`config.mk`:
```
export PLATFORM = sky130hd
export DESIGN_NAME = axi_data_write_channel
export DESIGN_NICKNAME = d
export VERILOG_FILES = /design/src/rtl/axi_data_write_channel_pkg.sv /design/src/rtl/axi_data_write_channel_skid_buf.sv /design/src/rtl/axi_data_write_channel.sv
export SDC_FILE = /design/constraint.sdc
export NUM_CORES = 1
export LEC_CHECK = 0
export BUFFER_PORTS_ARGS = -buffer_cell sky130_fd_sc_hd__buf_4
export CELL_PAD_IN_SITES_DETAIL_PLACEMENT = 0
export CELL_PAD_IN_SITES_GLOBAL_PLACEMENT = 1
export CORE_ASPECT_RATIO = 0.8
export CORE_MARGIN = 5
export CORE_UTILIZATION = 44
export DETAILED_ROUTE_END_ITERATION = 10
export PLACE_DENSITY = 0.87
export SLEW_MARGIN = 10
export SYNTH_ARGS = -nofsm -noshare
export SYNTH_HDL_FRONTEND = slang
export SYNTH_SLANG_ARGS = --single-unit
```
`constraint.sdc`:
```
create_clock -name M_AXI_ACLK -period 5.1 [get_ports M_AXI_ACLK]
set_input_delay 0 -clock M_AXI_ACLK [delete_from_list [all_inputs] [get_ports M_AXI_ACLK]]
set_output_delay 0 -clock M_AXI_ACLK [all_outputs]
set_load 0.01 [all_outputs]
```
`src/rtl/axi_data_write_channel_pkg.sv`:
```
`default_nettype none
// ============================================================================
// Module   : axi_data_write_channel_pkg
// Brief    : Shared defaults, beat-counter sizing helper and FSM encoding for
//            the AXI4 W-channel master.
// Revision : 1.0
// ============================================================================
package axi_data_write_channel_pkg;

    localparam int DEFAULT_DATA_WIDTH = 64;
    localparam int DEFAULT_BURST_LEN  = 16;

    typedef enum logic {
        IDLE  = 1'b0,
        BURST = 1'b1
    } state_t;

    // ceil(log2(value)); returns 0 for value <= 1
    function automatic int clogb2(input int value);
        int v;
        int r;
        v = value - 1;
        r = 0;
        while (v > 0) begin
            r = r + 1;
            v = v >> 1;
        end
        return r;
    endfunction

endpackage
`default_nettype wire

```
`src/rtl/axi_data_write_channel_skid_buf.sv`:
```
`default_nettype none
// ============================================================================
// Module   : wdata_skid_buf
// Brief    : Two-entry in-order FIFO holding W beats while WREADY is low.
// Revision : 1.0
// ============================================================================
module wdata_skid_buf #(
    parameter int WIDTH = 64
) (
    input  logic             clk,
    input  logic             rst,
    input  logic             push,
    input  logic [WIDTH-1:0] din,
    input  logic             pop,
    output logic [1:0]       count,
    output logic [WIDTH-1:0] head
);

    logic [WIDTH-1:0] r_mem0;
    logic [WIDTH-1:0] r_mem1;
    logic [1:0]       r_count;

    always_ff @(posedge clk or posedge rst) begin
        if (rst) begin
            r_mem0  <= '0;
            r_mem1  <= '0;
            r_count <= 2'd0;
        end else begin
            case ({push, pop})
                2'b10: begin
                    if (r_count == 2'd0) r_mem0 <= din;
                    else                 r_mem1 <= din;
                    r_count <= r_count + 2'd1;
                end
                2'b01: begin
                    r_mem0  <= r_mem1;
                    r_count <= r_count - 2'd1;
                end
                2'b11: begin
                    // Count unchanged; the new word lands behind whatever remains.
                    if (r_count == 2'd2) begin
                        r_mem0 <= r_mem1;
                        r_mem1 <= din;
                    end else begin
                        r_mem0 <= din;
                    end
                end
                default: ;
            endcase
        end
    end

    assign count = r_count;
    assign head  = r_mem0;

endmodule
`default_nettype wire

```
`src/rtl/axi_data_write_channel.sv`:
```
`default_nettype none
// ============================================================================
// Module   : axi_data_write_channel
// Brief    : AXI4 W-channel master; pops one burst of words from the ingress
//            FIFO per start pulse and drives them with WLAST and backpressure.
// Revision : 1.0
// ============================================================================
module axi_data_write_channel
    import axi_data_write_channel_pkg::*;
#(
    parameter int C_M_AXI_DATA_WIDTH = DEFAULT_DATA_WIDTH,
    parameter int C_M_AXI_BURST_LEN  = DEFAULT_BURST_LEN
) (
    input  logic                            M_AXI_ACLK,
    input  logic                            M_AXI_ARESET,
    input  logic                            start_single_burst_write,
    output logic                            fifo_rd_en,
    input  logic [C_M_AXI_DATA_WIDTH-1:0]   fifo_dout,
    input  logic                            fifo_empty,
    output logic [C_M_AXI_DATA_WIDTH-1:0]   M_AXI_WDATA,
    output logic [C_M_AXI_DATA_WIDTH/8-1:0] M_AXI_WSTRB,
    output logic                            M_AXI_WLAST,
    output logic                            M_AXI_WVALID,
    input  logic                            M_AXI_WREADY,
    output logic                            burst_write_done,
    output logic                            start_overrun
);

    localparam int CNT_W = clogb2(C_M_AXI_BURST_LEN) + 1;
    localparam logic [CNT_W-1:0] C_LEN  = CNT_W'(C_M_AXI_BURST_LEN);
    localparam logic [CNT_W-1:0] C_LAST = CNT_W'(C_M_AXI_BURST_LEN - 1);

    state_t                          r_state;
    logic [CNT_W-1:0]                r_rd_cnt;
    logic [CNT_W-1:0]                r_w_cnt;
    logic                            r_inflight;
    logic                            r_done;
    logic                            r_overrun;

    logic [1:0]                      w_buf_count;
    logic [C_M_AXI_DATA_WIDTH-1:0]   w_buf_head;
    logic                            w_buf_empty;
    logic                            w_wvalid;
    logic                            w_wlast;
    logic                            w_handshake;
    logic                            w_buf_push;
    logic                            w_buf_pop;
    logic [2:0]                      w_occ;
    logic                            w_rd_en;

    // A word returning from the FIFO is presented straight away when the buffer
    // is empty, which is what gives the two-cycle start-to-WVALID latency.
    assign w_buf_empty = (w_buf_count == 2'd0);
    assign w_wvalid    = !w_buf_empty || r_inflight;
    assign w_wlast     = w_wvalid && (r_w_cnt == C_LAST);
    assign w_handshake = w_wvalid && M_AXI_WREADY;
    assign w_buf_pop   = !w_buf_empty && M_AXI_WREADY;
    assign w_buf_push  = r_inflight && !(w_buf_empty && M_AXI_WREADY);

    // Credit: buffered + returning words, less the one leaving now, must leave room.
    assign w_occ   = {1'b0, w_buf_count} + {2'b00, r_inflight} - {2'b00, w_handshake};
    assign w_rd_en = (r_state == BURST) && (r_rd_cnt < C_LEN) && !fifo_empty
                     && (w_occ < 3'd2);

    wdata_skid_buf #(
        .WIDTH (C_M_AXI_DATA_WIDTH)
    ) u_skid_buf (
        .clk   (M_AXI_ACLK),
        .rst   (M_AXI_ARESET),
        .push  (w_buf_push),
        .din   (fifo_dout),
        .pop   (w_buf_pop),
        .count (w_buf_count),
        .head  (w_buf_head)
    );

    always_ff @(posedge M_AXI_ACLK or posedge M_AXI_ARESET) begin
        if (M_AXI_ARESET) begin
            r_state    <= IDLE;
            r_rd_cnt   <= '0;
            r_w_cnt    <= '0;
            r_inflight <= 1'b0;
            r_done     <= 1'b0;
            r_overrun  <= 1'b0;
        end else begin
            r_inflight <= w_rd_en;
            r_done     <= 1'b0;
            if (w_rd_en)     r_rd_cnt <= r_rd_cnt + CNT_W'(1);
            if (w_handshake) r_w_cnt  <= r_w_cnt + CNT_W'(1);
            case (r_state)
                IDLE: begin
                    if (start_single_burst_write) begin
                        r_rd_cnt <= '0;
                        r_w_cnt  <= '0;
                        r_state  <= BURST;
                    end
                end
                BURST: begin
                    if (start_single_burst_write) r_overrun <= 1'b1;
                    if (w_handshake && w_wlast) begin
                        r_done  <= 1'b1;
                        r_state <= IDLE;
                    end
                end
            endcase
        end
    end

    assign fifo_rd_en       = w_rd_en;
    assign M_AXI_WVALID     = w_wvalid;
    assign M_AXI_WLAST      = w_wlast;
    assign M_AXI_WDATA      = !w_buf_empty ? w_buf_head :
                              (r_inflight ? fifo_dout : '0);
    assign M_AXI_WSTRB      = '1;
    assign burst_write_done = r_done;
    assign start_overrun    = r_overrun;

endmodule
`default_nettype wire

```
After elaboration in Yosys (flattened, before gate mapping)
Index checks and enable logic that the tools add are counted.
{"block": "op_classes", "n_addsub": 6, "n_lt_le_gt_ge": 2, "n_eq_ne": 8, "mux": 20, "n_bitwise": 1, "n_reduce_logical": 20}
{"cell": "2-to-1 mux 64 bit", "n": 6}
{"cell": "one-hot mux 64 bit (3 select lines)", "n": 1}
{"cell": "one-hot mux 64 bit (2 select lines)", "n": 1}
{"cell": "2-to-1 mux 5 bit", "n": 6}
{"cell": "adder 5 x 1 -> 5 bit (second input constant)", "n": 2}
{"cell": "logical AND 1 bit", "n": 9}
{"cell": "== test 2 bit (second input constant)", "n": 3}
{"cell": "== test 5 x 4 -> 1 bit (second input constant)", "n": 1}
{"cell": "< comparator 5 bit (second input constant)", "n": 1}
{"cell": "2-to-1 mux 1 bit", "n": 4}
{"cell": "!= test 2 bit (second input constant)", "n": 2}
{"cell": "one-hot mux 2 bit (2 select lines)", "n": 1}
{"cell": "AND reduction 2 bit", "n": 2}
{"cell": "nonzero test 2 bit", "n": 2}
{"cell": "adder 2 x 1 -> 3 bit", "n": 1}
{"cell": "zero test 1 bit", "n": 3}
{"cell": "< comparator 3 x 2 -> 1 bit (second input constant)", "n": 1}
{"cell": "AND reduction 3 bit", "n": 1}
{"cell": "nonzero test 3 bit", "n": 1}
{"cell": "subtractor 3 x 1 -> 3 bit", "n": 1}
{"cell": "adder 2 x 1 -> 2 bit (second input constant)", "n": 1}
{"cell": "== test 2 x 1 -> 1 bit (second input constant)", "n": 1}
{"cell": "zero test 2 bit", "n": 1}
{"cell": "!= test 2 x 1 -> 1 bit (second input constant)", "n": 1}
{"cell": "other kinds (4)", "n": 4}
{"block": "totals", "regBits": 144, "inputBits": 69, "out_inout_bits": 77, "word_cells": 66}

Longest topological paths before layout
Gate-level depths: netlist of run 1.
{"block": "logic_depth", "depth_word": 10, "mapped_depth": 10, "mapped_depth_nobuf": 7}

Cells and area by module
From an unflattened synthesis of run 1, not the netlist that was laid out.
{"block": "hier_totals", "hier_cells": 822, "area_unflattened_um2": 7482.2}
{"module": "wdata_skid_buf", "instances": 1, "cells_each": 525, "area_each_um2": 5754.3, "seq_area_each_um2": 3253.1}
{"module": "axi_data_write_channel", "instances": 1, "cells_each": 297, "area_each_um2": 1727.9, "seq_area_each_um2": 350.3}

Worst setup path after synthesis of run 1
No wires, ideal clock.
{"block": "synth_path", "path_kind": "register to register", "from": "reg u_skid_buf.r_count[1] (netlist: u_skid_buf.count[1])", "to": "reg r_rd_cnt[2]", "setup_time_ns": 0.124, "arrival_time_ns": 2.543, "t_required_ns": 4.976, "slack_ns": 2.433, "stages_incl_launch_ff": 10, "path_buffers": 2, "period_less_slack_ns": 2.667, "cell_sequence": "dfrtp_1 -> buf_4 -> o31a_1 -> clkbuf_1 -> ha_1 -> nand2b_1 -> fa_1 -> nor4bb_1 -> nand3_1 -> mux2i_1"}
{"block": "synth_via", "elab_chain_cells": 10, "word_cells_on_any_way": 11, "classes_between": "add/sub (2); order compare (1); mux (3); reduce/logical (5)"}
{"element": "start, declared", "line_no": "axi_data_write_channel_skid_buf.sv:21", "source": "logic [1:0] r_count;"}
{"element": "start signal, assigned", "line_no": "axi_data_write_channel_skid_buf.sv:33", "source": "r_count <= r_count + 2'd1;"}
{"element": "start signal, assigned", "line_no": "axi_data_write_channel_skid_buf.sv:37", "source": "r_count <= r_count - 2'd1;"}
{"element": "zero test 2 bit", "line_no": "axi_data_write_channel.sv:53", "source": "assign w_buf_empty = (w_buf_count == 2'd0);"}
{"element": "zero test 1 bit"}
{"element": "logical OR 1 bit", "line_no": "axi_data_write_channel.sv:54", "source": "assign w_wvalid = !w_buf_empty || r_inflight;"}
{"element": "logical AND 1 bit", "line_no": "axi_data_write_channel.sv:56", "source": "assign w_handshake = w_wvalid && M_AXI_WREADY;"}
{"element": "subtractor 3 x 1 -> 3 bit (*)", "line_no": "axi_data_write_channel.sv:61", "source": "assign w_occ = {1'b0, w_buf_count} + {2'b00, r_inflight} - {2'b00, w_handshake};"}
{"element": "< comparator 3 x 2 -> 1 bit (*)", "line_no": "axi_data_write_channel.sv:63", "source": "&& (w_occ < 3'd2);"}
{"element": "logical AND 1 bit (*)", "line_no": "axi_data_write_channel.sv:63"}
{"element": "2-to-1 mux 5 bit (*)", "line_no": "axi_data_write_channel.sv:88", "source": "if (w_rd_en) r_rd_cnt <= r_rd_cnt + CNT_W'(1);"}
{"element": "2-to-1 mux 5 bit", "line_no": "axi_data_write_channel.sv:92", "source": "if (start_single_burst_write) begin"}
{"element": "2-to-1 mux 5 bit (*)", "line_no": "axi_data_write_channel.sv:90", "source": "case (r_state)"}
{"element": "end signal, assigned", "line_no": "axi_data_write_channel.sv:88"}
{"element": "end, declared", "line_no": "axi_data_write_channel.sv:34", "source": "logic [CNT_W-1:0] r_rd_cnt;"}
Mark *: on every way between the ends. The rest lies on a longest branch, timed or not.
A chain may end at the register's enable or synchronous reset.

Worst setup path in the final report of run 1
{"block": "layout_path", "from": "reg r_inflight", "to": "out fifo_rd_en"}
{"block": "layout_via", "elab_chain_cells": 5, "word_cells_on_any_way": 6, "classes_between": "add/sub (2); order compare (1); reduce/logical (3)"}
{"element": "start, declared", "line_no": "axi_data_write_channel.sv:36", "source": "logic r_inflight;"}
{"element": "start signal, assigned", "line_no": "axi_data_write_channel.sv:86", "source": "r_inflight <= w_rd_en;"}
{"element": "branches (longest 2 deep; another with adder 2 x 1 -> 3 bit)"}
{"element": "subtractor 3 x 1 -> 3 bit (*)", "line_no": "axi_data_write_channel.sv:61"}
{"element": "< comparator 3 x 2 -> 1 bit (*)", "line_no": "axi_data_write_channel.sv:63"}
{"element": "logical AND 1 bit (*)", "line_no": "axi_data_write_channel.sv:63"}
{"element": "end, declared", "line_no": "axi_data_write_channel.sv:17", "source": "output logic fifo_rd_en,"}
Mark *: on every way between the ends.

==> flow_summary.toml, run 1 <==
[clock_tree]
post_cts_resized = 0
worstSkewPairLatency_ns = 0.42
clk_path_buf_depth = 2
htreeDepth = 4
cts_sinks = 144
cts_setup_buffers = 0
cts-root-buf = "clkbuf_16"
postCtsHoldBufs = 68
cts_made_buffers = 17
cts_tree = "done"
clkSlewWorstSetupHoldPaths_ns = 0.06

[critical_path]
reg2reg_slack_ns = 1.81
path_class = "reg -> out"
end_kind = "output pin"
cp-startpoint = "r_inflight$_DFF_PP0_"
r2r_start = "r_inflight$_DFF_PP0_"
crit_required_ns = 5.10
arrival_ns = 3.44
crit_fanout = 77
crit_path_start_kind = "flip-flop"

[die]
die-area_um2 = 21400
die_h_um = 132
io_pins = 146
row_count = 44
start_util_pct = 44.8
die_w_um = 162
core_area_um2 = 18200

[yosys]
synthCells = 790
ys.flop_type = "dfrtp_1"
postSynth.asyncResetShare_pct = 100
synthTopCellsByArea = "dfrtp_1 44%, mux2_2 11%, mux2i_1 11%, nand2_1 3.4%, a31oi_1 3.3%"
synth_top_area_share_pct = 44.1
synth_edf_count = 0
syn_avg_cell_area_um2 = 10.3
ys_ff_latch = 144
syn_area_um2 = 8170
yosysWarnings = 0
synth_largest_area_cell = "dfrtp_1"
synth_cell_type_count = 47
ys_seq_area_share_pct = 44.1

[finish]
area_growth_pct = 28.6
fin_cells = 1210
layout-drive-gt1-share_pct = 28.5
nets = 1018
diodes = 0

[worst_hold_path]
hp-class = "in -> async"

[sta]
worstMarginPinSlew_ns = 1.19
clock_skew_ns = 0.00948
period_minus_slack_ns = 3.44
rsz0062_at_grt = "no"
slew_headroom_pct = 20.9
finalSetupViolCount = 0
hold_viol_final = 0
setup_tns_ns = 0
slew_viol_final = 0
layout_worst_path_cycle_share_pct = 67.4
clock.fmax_mhz = 291

[global_route]
grt_pass1_wl_um = 34500
grtUsageTotal_pct = 19.5
antenna_found_initial = 0
grt_pass1_vias = 6639
grt_max_degree = 107
gr-total-overflow = 0

[route]
route.met3.wl_um = 1390
postRouteAntennaNets = 0
drt_pass1_iterations = 5
drt_iter0_markers = 584
vias = 6815
drc = 0
drt-wirelength-per-cell_um = 17.4
wl_met1_um = 9700
via_per_inst = 5.63
highest_layer = "met4"
wl_met2_um = 9810
routed_wl_um = 21100

[placed_design]
place_inst = 1110
dp_hpwl_um = 12200
gp_congestion = 0.752
io_buffer_count = 137

[run]
drv_cap = 0

[outcome]
status = "finished, final reports clean"

[power]
p_leak_nw = 4.61
max-vdd-ir-drop_uv = 393
cellPowerDensity_nw_per_um2 = 651
placed cells by master (no fill, tap or decap), drive strengths merged, types with 21 or more instances in the layout:
cell type    netlist  routed
nand4             36      36
mux2i             90      90
nor3              35      35
buf               53     148
clkbuf            35      21
a31oi             43      43
dlygate4sd3        0      68
nand3             47      47
dfrtp            144     144
a22o              22      22
o21ai             38      38
mux2              87      87
nand2             73      73
synthesized netlist by cell type (all sizes together) (3+ instances only):
cell type / instances
a211oi: 9
a21o: 8
a21oi: 3
a22o: 22
a22oi: 7
a31oi: 43
and2: 3
and3: 3
buf: 53
clkbuf: 35
dfrtp: 144
ha: 4
inv: 4
mux2: 87
mux2i: 90
nand2: 73
nand2b: 3
nand3: 47
nand4: 36
nor2: 10
nor2b: 3
nor3: 35
nor4bb: 8
o21ai: 38
or2: 3
logic make-up after synthesis:
| kind of cell | after synthesis | synth area share, % |
|---|---|---|
| muxes | 177 | 23.0 |
| adders and majority gates | 5 | 0.858 |
| xor gates and xnor gates | 4 | 0.429 |
| AOI/OAI and AO/OA | 137 | 11.1 |
| DFF | 144 | 44.1 |
| other | 1 | 0.0459 |
| buffers and inverters | 92 | 5.74 |
| and+or+nand+nor | 230 | 14.7 |
registers in the layout, indices dropped and copies added (netlist names):
register and count:
u_skid_buf.head 64, u_skid_buf.r_mem1 64, r_rd_cnt 5, r_w_cnt 5, u_skid_buf.count 2, burst_write_done 1
r_inflight 1, r_state 1, start_overrun 1
critical path: stages (launching register included):
cell and delay [ns]:
dfrtp_4 1.07, o31a_1 0.37, ha_1 0.28, nand2b_1 0.15, fa_1 0.53, nand4bb_1 0.23
nor2_1 0.22, buf_4 0.15
layout make-up:
type	count	area, um^2
fillers	1540	7720
multi-input cells	561	4140
flip-flops and latches	144	3610
repair buffers	216	1790
clock buffers	21	470
well taps	253	317
clock inverters	11	160
inverters	4	20.0
through the flow:
stage | area (um^2) | power, W | hold WS, ns | utilization, % | setup WS, ns
floorplan | 8200 | 0.00443 | 0.117 | - | 1.23
global placement | 9200 | 0.00542 | 0.190 | 50.5 | 1.87
detailed placement | 9200 | 0.00549 | 0.182 | 50.5 | 1.81
CTS | 10500 | 0.00689 | 0.294 | 57.7 | 1.62
global route | 10500 | 0.00733 | 0.333 | 57.7 | 1.42
finish | 10500 | 0.00684 | 0.254 | 57.7 | 1.66
per-layer routing:
metal | vias to the layer above | global-route usage, %
li1 | 3213 | -
met5 | - | 0
met4 | 0 | 4.93
met2 | 227 | 30.2
met3 | 13 | 4.94
met1 | 3362 | 27.4
worst paths after layout:
| path | end | cells after the start |
|---|---|---|
| min in group M_AXI_ACLK | start_overrun$_DFFE_PP0P_ | 3 |
| worst min-delay path | r_rd_cnt[3]$_DFF_PP0_ | 3 |
| max in group asynchronous | u_skid_buf.head[2]$_DFFE_PP0P_ | 4 |
| worst min register to register | start_overrun$_DFFE_PP0P_ | 1 |
| worst max register to register | r_rd_cnt[0]$_DFF_PP0_ | 7 |
| worst max-delay path | fifo_rd_en | 7 |
power by group:
part           switching [W]  internal [W]
combinational        0.00167       0.00166
clock               0.000472      0.000853
sequential          0.000471       0.00172
No activity file was read; power rests on OpenSTA's default activity.
==> inputs of run 2 (changes only) <==
Settings changed: CORE_UTILIZATION 44 to 40, PLACE_DENSITY 0.87 to 0.83.
Clock period 5.1 ns to 2.8 ns, I/O delays scaled along.
==> run 2 against run 1 <==
  * Cell count increased by 1.6%
  * Sequential share of layout area decreased by 0.38 points
  * Non-clock buffer count increased by 8
  * Cell area increased by 1.1%
  * Hold slack got worse by 0.15 ns
  * Utilization decreased by 4.5 points
  * Critical path type unchanged
==> flow_summary.toml, run 2 (same netlist as run 1, synthesis figures left out) <==
[placed_design]
gp_congestion = 0.737
io_buffer_count = 137
dp_hpwl_um = 12400
place_inst = 1130

[clock_tree]
cts_tree = "done"
htreeDepth = 4
cts_setup_buffers = 0
cts_made_buffers = 17
worstSkewPairLatency_ns = 0.42
clkSlewWorstSetupHoldPaths_ns = 0.06
cts-root-buf = "clkbuf_16"
clk_path_buf_depth = 2
cts_sinks = 144

[critical_path]
crit_path_start_kind = "flip-flop"
crit_family = "adder cells"
crit_path_top_delay_cell = "fa_1"
path_class = "reg -> out"
worst_path_largest_cell_delay_ns = 0.51
reg2reg_to = "r_rd_cnt[2]$_DFF_PP0_"
r2r_start = "r_inflight$_DFF_PP0_"
crit_chain = "o31a_1 > ha_1 > nand2b_1 > fa_1 > nand4bb_1 > nor2_2 > buf_4"
arrival_ns = 2.68
crit_buf_inv = 1
crit_fanout = 6
crit_required_ns = 2.80
r2r_cells = 7
end_kind = "output pin"
reg2reg_slack_ns = 0.18

[die]
die_w_um = 170
io_pins = 146
row_count = 46
core_area_um2 = 20000
die_h_um = 138
die-area_um2 = 23400
start_util_pct = 40.9

[power]
p_leak_nw = 4.66
p_int_w = 0.00768
p_sw_share_pct = 38.7
p_sw_w = 0.00485
max-vdd-ir-drop_uv = 607
p_comb_share_pct = 51.5
cellPowerDensity_nw_per_um2 = 1180
clkPwrFrac_pct = 18.4
seqPwrFrac_pct = 30.1

[global_route]
gr-total-overflow = 0
antenna_found_initial = 0
grt_max_degree = 145
grtUsageTotal_pct = 18.6
grt_pass1_vias = 6757
grt_pass1_wl_um = 35300

[sta]
worstMarginPinSlew_ns = 0.805
clock_skew_ns = 0.00902
hold_viol_final = 0
slew_headroom_pct = 46.3
rsz0062_at_grt = "yes"
finalSetupViolCount = 0
clock.fmax_mhz = 373
layout_worst_path_cycle_share_pct = 95.9
slew_viol_final = 0
holdWs_ns = 0.106
period_minus_slack_ns = 2.68

[route]
vias = 6781
drt_pass1_iterations = 4
routed_wl_um = 21600
drt_iter0_markers = 528
drc = 0
drt-wirelength-per-cell_um = 17.6
postRouteAntennaNets = 0
via_per_inst = 5.52

[finish]
final_common_cell = "buf_4"
layout-drive-gt1-share_pct = 29.4
layout.area.seq_um2 = 3610
most-common-layout-cells = "151 x buf_4, 141 x dfrtp_1, 90 x mux2i_1"
area_growth_pct = 30.0
nets = 1026
fill_cells = 1780
fin_util_pct = 53.2
fin_cells = 1229
multiInputGateArea_um2 = 4140
diodes = 0

[worst_hold_path]
whs_path_depth = 4
hp-class = "in -> reg"
hold_end = "r_w_cnt[4]$_DFF_PP0_"
hp-start = "M_AXI_WREADY"

[run]
drv_cap = 0

[outcome]
status = "finished, final reports clean"
run 2: cell types whose count changed in the layout (fill, tap and decap cells not counted), sizes merged:
| cell | delta |
|---|---|
| buf | +9 |
| bufinv | -2 |
| clkbuf | -1 |
| clkinvlp | +2 |
| dlygate4sd3 | -1 |
| inv | +1 |
run 2: final cells by class:
class	instances	share of cell area, %
Clock inverter	12	1.25
Inverter	4	0.177
Timing Repair Buffer	224	18.1
Tap cell	264	3.11
Sequential cell	144	34.0
Clock buffer	20	4.39
Multi-Input combinational cell	561	39.0
run 2: repair_timing:
action / in CTS / in global routing
hold endpoints to repair: 278 / 0
resized for setup: 0 / 1
setup endpoints to repair: 0 / 1
hold buffers: 67 / 0
run 2: layer usage:
layer  vias up  share of wire [%]  wire, um  track usage [%]
met4         0               0.49       107             4.25
met2       185                 47     10200             30.1
met1      3362                 47     10200             25.9
met3         7                5.1      1090             3.56
li1       3227                  -         -                -
met5         -                  0         0                0
run 2: power by group through the flow:
stage | Combinational (W) | Clock [W] | Sequential [W]
floorplan | 0.00447 | 0 | 0.00361
global route | 0.00710 | 0.00245 | 0.00389
finish | 0.00645 | 0.00230 | 0.00377
detailed placement | 0.00643 | 0 | 0.00378
CTS | 0.00652 | 0.00235 | 0.00375
global placement | 0.00634 | 0 | 0.00373
run 2: metrics by stage:
step	setup TNS, ns	instance area, um^2	power [W]	setup slack (ns)
finish	0	10600	0.0125	0.116
global placement	0	9350	0.0101	0.304
CTS	0	10600	0.0126	0.0776
floorplan	0	8200	0.00807	0.133
global route	-0.0508	10600	0.0134	-0.0508
detailed placement	0	9350	0.0102	0.234
run 2: how the worst max path moves through the flow:
stage	start	endpoint	slack [ns]	cells after the start
2_1_floorplan	u_skid_buf.count[1]$_DFFE_PP0P_	r_rd_cnt[2]$_DFF_PP0_	0.13	9
3_3_place_gp	r_inflight$_DFF_PP0_	r_rd_cnt[2]$_DFF_PP0_	0.30	7
3_5_place_dp	r_inflight$_DFF_PP0_	r_rd_cnt[3]$_DFF_PP0_	0.23	7
4_1_cts	r_inflight$_DFF_PP0_	fifo_rd_en	0.08	7
5_1_grt	r_inflight$_DFF_PP0_	fifo_rd_en	-0.05	7
6_report	r_inflight$_DFF_PP0_	fifo_rd_en	0.12	7
run 2: worst register-to-register path: stages (launching register included):
cell      delay [ns]
dfrtp_4         0.49
o31a_1          0.26
ha_1            0.27
nand2b_1        0.15
fa_1            0.51
nor4bb_1        0.49
nand3_1         0.18
mux2i_1         0.15
